## src/rtl/counter_pkg.sv

```systemverilog
// counter_pkg
//   Shared definitions for the counter library: FSM state encoding, the
//   width/modulus legality rule and the load-value clamp.
package counter_pkg;

   typedef enum logic {
      RUN  = 1'b0,
      DONE = 1'b1
   } state_t;

   // A counter of 'width' bits can represent moduli 2 .. 2**width.
   function automatic bit params_legal(input int width, input longint unsigned modulus);
      return (width >= 1) && (width <= 32) &&
             (modulus >= 64'd2) && (modulus <= (64'd1 << width));
   endfunction

   // Load values outside the count range saturate to the top count.
   function automatic logic [31:0] clamp_load(input logic [31:0] d, input longint unsigned modulus);
      if ({32'd0, d} >= modulus) begin
         return 32'(modulus - 64'd1);
      end
      return d;
   endfunction

endpackage

```

## src/rtl/mod_n_step.sv

```systemverilog
// mod_n_step
//   Combinational single-step of a modulo-MODULUS counter.
//   q       : current count (0..MODULUS-1)
//   up      : 1 = increment, 0 = decrement
//   nxt     : count after one step, wrapping at the terminal value
//   at_term : q is the terminal value for the requested direction
module mod_n_step #(
   parameter int              WIDTH   = 4,
   parameter longint unsigned MODULUS = 16
) (
   input  logic [WIDTH-1:0] q,
   input  logic             up,
   output logic [WIDTH-1:0] nxt,
   output logic             at_term
);

   localparam logic [WIDTH-1:0] TOP = WIDTH'(MODULUS - 64'd1);

   always_comb begin
      at_term = up ? (q == TOP) : (q == '0);
      if (at_term) begin
         nxt = up ? '0 : TOP;
      end else if (up) begin
         nxt = q + WIDTH'(1);
      end else begin
         nxt = q - WIDTH'(1);
      end
   end

endmodule

```

## src/rtl/mod_n_updown_counter.sv

```systemverilog
// mod_n_updown_counter
//   Synchronous modulo-MODULUS up/down counter with enable, parallel load,
//   synchronous clear, cascadable terminal count and one-shot halt.
//   Clk     : clock, all state updates on posedge
//   Reset_n : asynchronous active-low reset (Q=0, RUN)
//   Clr     : synchronous clear, beats Load and counting
//   Load    : synchronous load of D (clamped to MODULUS-1), ignores En
//   D       : load value
//   En      : count enable / cascade carry-in
//   Up      : 1 = count up, 0 = count down
//   OneShot : 1 = halt at terminal value, 0 = wrap
//   Q       : current count
//   Tc      : combinational terminal count / carry-out
//   Done    : high while halted (registered FSM state)
module mod_n_updown_counter
   import counter_pkg::*;
#(
   parameter int              WIDTH   = 4,
   parameter longint unsigned MODULUS = 16
) (
   input  logic             Clk,
   input  logic             Reset_n,
   input  logic             Clr,
   input  logic             Load,
   input  logic [WIDTH-1:0] D,
   input  logic             En,
   input  logic             Up,
   input  logic             OneShot,
   output logic [WIDTH-1:0] Q,
   output logic             Tc,
   output logic             Done
);

   if (!params_legal(WIDTH, MODULUS)) begin : g_bad_params
      $fatal(1, "mod_n_updown_counter: illegal WIDTH/MODULUS combination");
   end

   state_t           state_reg, state_next;
   logic [WIDTH-1:0] q_reg, q_next;
   logic [WIDTH-1:0] step_nxt;
   logic             at_term;
   logic [WIDTH-1:0] load_val;

   mod_n_step #(
      .WIDTH   (WIDTH),
      .MODULUS (MODULUS)
   ) u_step (
      .q       (q_reg),
      .up      (Up),
      .nxt     (step_nxt),
      .at_term (at_term)
   );

   assign load_val = WIDTH'(clamp_load(32'(D), MODULUS));

   assign Q    = q_reg;
   assign Done = (state_reg == DONE);
   // Combinational so a following stage can use it directly as its En.
   assign Tc   = En & ~Done & at_term;

   always_comb begin
      q_next     = q_reg;
      state_next = state_reg;
      if (Clr) begin
         q_next     = '0;
         state_next = RUN;
      end else if (Load) begin
         q_next     = load_val;
         state_next = RUN;
      end else begin
         case (state_reg)
            RUN: begin
               if (En) begin
                  // One-shot entry freezes Q at the terminal value.
                  if (at_term && OneShot) begin
                     state_next = DONE;
                  end else begin
                     q_next = step_nxt;
                  end
               end
            end
            DONE: begin
               // Frozen until Clr, Load or reset.
            end
            default: begin
               state_next = RUN;
            end
         endcase
      end
   end

   always_ff @(posedge Clk or negedge Reset_n) begin
      if (!Reset_n) begin
         q_reg     <= '0;
         state_reg <= RUN;
      end else begin
         q_reg     <= q_next;
         state_reg <= state_next;
      end
   end

endmodule

```

## config.mk

```make
export PLATFORM = sky130hd
export DESIGN_NAME = mod_n_updown_counter
export DESIGN_NICKNAME = d
export VERILOG_FILES = /design/src/rtl/counter_pkg.sv /design/src/rtl/mod_n_step.sv /design/src/rtl/mod_n_updown_counter.sv
export SDC_FILE = /design/constraint.sdc
export NUM_CORES = 1
export LEC_CHECK = 0
export ABC_AREA = 1
export CORE_AREA = 2 2 39 41
export DETAILED_ROUTE_END_ITERATION = 6
export DIE_AREA = 0 0 41 43
export PLACE_DENSITY = 0.75
export SETUP_SLACK_MARGIN = 0.1
export SLEW_MARGIN = 20
export SYNTH_ARGS = -nofsm -noshare
export SYNTH_HDL_FRONTEND = slang
export SYNTH_SLANG_ARGS = --single-unit
```

## constraint.sdc

```tcl
create_clock -name Clk -period 1.8 [get_ports Clk]
set_input_delay 0.45 -clock Clk [delete_from_list [all_inputs] [get_ports Clk]]
set_output_delay 0.45 -clock Clk [all_outputs]
set_load 0.01 [all_outputs]
```

==> impl_results.md <==
- Status: finished clean
- # port buffers: 16
- Finish-stage setup viols: 0
- Mapped Nets: 82
- Met1 WL: 486 um
- Pre-Repair DR Iteration Count: 4
- Yosys synthesis warning count: 0
- TritonCTS Sinks: 5
- Max Fanout on Critical Path: 3
- Placed cell count: 109
- Drt total wl: 1230 um
- Hold_buf cts: 0
- Max Clock Freq: 606 MHz
- Avg Cell Area, Syn: 6.96 um2
- Skew final: 0.00401 ns
- Htree depth: 1
- Fraction of layout cells with a size suffix above 1: 0.330
- Crit path arrival time: 1.20 ns
- Post-synthesis instance total: 68
- DR WL met2: 656 um
- Initial Util: 0.342
- FILL cells: 133
- Non-filler instance count after layout: 116
- Overall Power: 0.500 mW
- Final Util: 0.570
- Root buf cell: clkbuf_4
- Via count: 523
- PwrDens: 634 nW/um2
- Setup TNS: 0 ns
- Vias per cell: 4.51
- Element type at the critical path end: output pin
- Nets: 115
- CTS tree: built
- Largest net degree at the start of global routing: 7
- Crit path launch type: input port
- Endpoints failing hold: 0
- Crit path kind: in -> out
- ANT cells: 0
- Hold/Removal Path Class: in -> async
- Max-Cap Viols: 0
- CTS max path bufs: 2
- RD Place Congestion: 0.709
- Core Area: 1380 um2
- Dpl hpwl: 946 um
- GRT Overall Usage: 0.181
- # rows: 14
- CTS buffer count: 3
- Post-synth cell types: 18
- CP required: 1.35 ns
- Avg WL per Cell: 10.6 um
- I/O pin cnt: 17
- RSZ-0062 raised after global routing: false
- Register area share after synthesis: 0.265
- Die span in x: 41 um
- First-pass GRT wire length: 2100 um
- Vias in the first global route: 531
- Max Slew Vio Count: 0
- Worst slew pin tran: 0.249 ns
- Drt drc: 0
- Synthesized cell area: 473 um2
- CTS clk-pin slew, worst paths: 0.05 ns
- Synthesis-to-layout area growth: 66.7%
- Die Height: 43 um
- Die area: 1760 um2
- Worst-Skew Late Latency: 0.25 ns
- Fin crit period: 1.65 ns
- Flops & latches, synth: 5
- Met3 WL: 56 um
- Final worst-path cycle share: 0.916
- Slew Limit Headroom: 0.834
- Antenna viol nets, final: 0
- Uppermost layer routed: met4
- Antenna violations before repair: 0
- Leakage dissipation: 0.417 nW
- Total congestion overflow: 0
- Worst VDD drop: 0.371 mV
- Final hold slack: 0.420 ns
- DRT iter0 DRCs: 2
==> worst max-delay path, stage by stage <==
cell	delay (ns)
clkdlybuf4s15_1	0.23
nand2_1	0.08
inv_1	0.10
nand2_2	0.08
a21boi_2	0.13
buf_2	0.13
==> through the flow <==
step / cell area [um2] / setup slack [ns]
2_1_floorplan: 473 / 0.297
3_3_place_gp: 721 / -0.539
3_5_place_dp: 721 / -0.570
4_1_cts: 763 / 0.134
5_1_grt: 788 / 0.0889
6_report: 788 / 0.150
==> per-layer routing <==
metal / vias to the layer above / track usage
met1: 225 / 0.230
met5: - / 0
met3: 4 / 0.0471
met2: 13 / 0.266
met4: 0 / 0.100
li1: 281 / -
==> synth_stat cells (all sizes together) <==
library cell	n	area (um2)
ha	2	25.0
inv	10	37.5
dfrtp	5	125
o21a	1	7.51
a21boi	1	7.51
a21oi	4	20.0
xor2	1	8.76
nand2	21	101
nand3	7	40.0
o21ai	4	20.0
fa	1	20.0
nor2	11	60.1
==> where the power goes <==
part           total [mW]  switching [mW]  internal (mW)  leakage, nW
sequential          0.134         0.00924          0.125       0.0647
clock               0.135          0.0505         0.0841       0.0150
combinational       0.231           0.117          0.114        0.337
total               0.500           0.177          0.323        0.417
==> layout make-up <==
cell class	count	area, um2	share of cell area
Timing Repair Buffer	28	239	0.303
Inverter	10	37.5	0.0476
Sequential cell	5	125	0.159
Tap cell	16	20.0	0.0254
Clock buffer	4	26.3	0.0333
Multi-Input combinational cell	53	340	0.432
==> cells in the final DEF, fill, tap and decap left out, drive strengths merged <==
| cell | count |
|---|---|
| a21boi | 1 |
| a21oi | 4 |
| buf | 13 |
| clkbuf | 4 |
| clkdlybuf4s15 | 1 |
| clkdlybuf4s50 | 9 |
| dfrtp | 5 |
| dlygate4sd2 | 5 |
| fa | 1 |
| ha | 2 |
| inv | 10 |
| nand2 | 21 |
| nand3 | 7 |
| nor2 | 11 |
| o21a | 1 |
| o21ai | 4 |
| xor2 | 1 |
==> cells by family after synthesis <==
family                     count (synthesis)  share of synthesized area
buffers and inverters                     10                     0.0794
DFF                                        5                      0.265
xor gates and xnor gates                   1                     0.0185
and+or+nand+nor                           39                      0.426
adders and majority gates                  3                     0.0952
AOI/OAI and AO/OA                         10                      0.116
==> registers in the layout, indices dropped and copies added, names as in the netlist <==
| register | count |
|---|---|
| Q | 4 |
| Done | 1 |
==> path summary, 6_finish.rpt <==
kind,startpoint,to,slack (ns),depth (start not counted)
hold reg to reg,Done,Done,0.53,1
setup reg to reg,Q[0],Q[2],0.22,9
setup / recovery,Up,Tc,0.15,6
hold / removal,Reset_n,Q[2],0.42,1
min in group Clk,Done,Done,0.53,1
max in group asynchronous,Reset_n,Q[0],1.19,1
==> what timing repair did <==
| item | 4_1_cts | 5_1_grt |
|---|---|---|
| pin swaps | 1 | 0 |
| gates resized for setup | 14 | 7 |
| setup endpoints to repair | 7 | 3 |
| buffers inserted | 3 | 0 |
| endpoints found under the hold margin | 0 | 0 |
No activity file was read; power rests on OpenSTA's default activity.
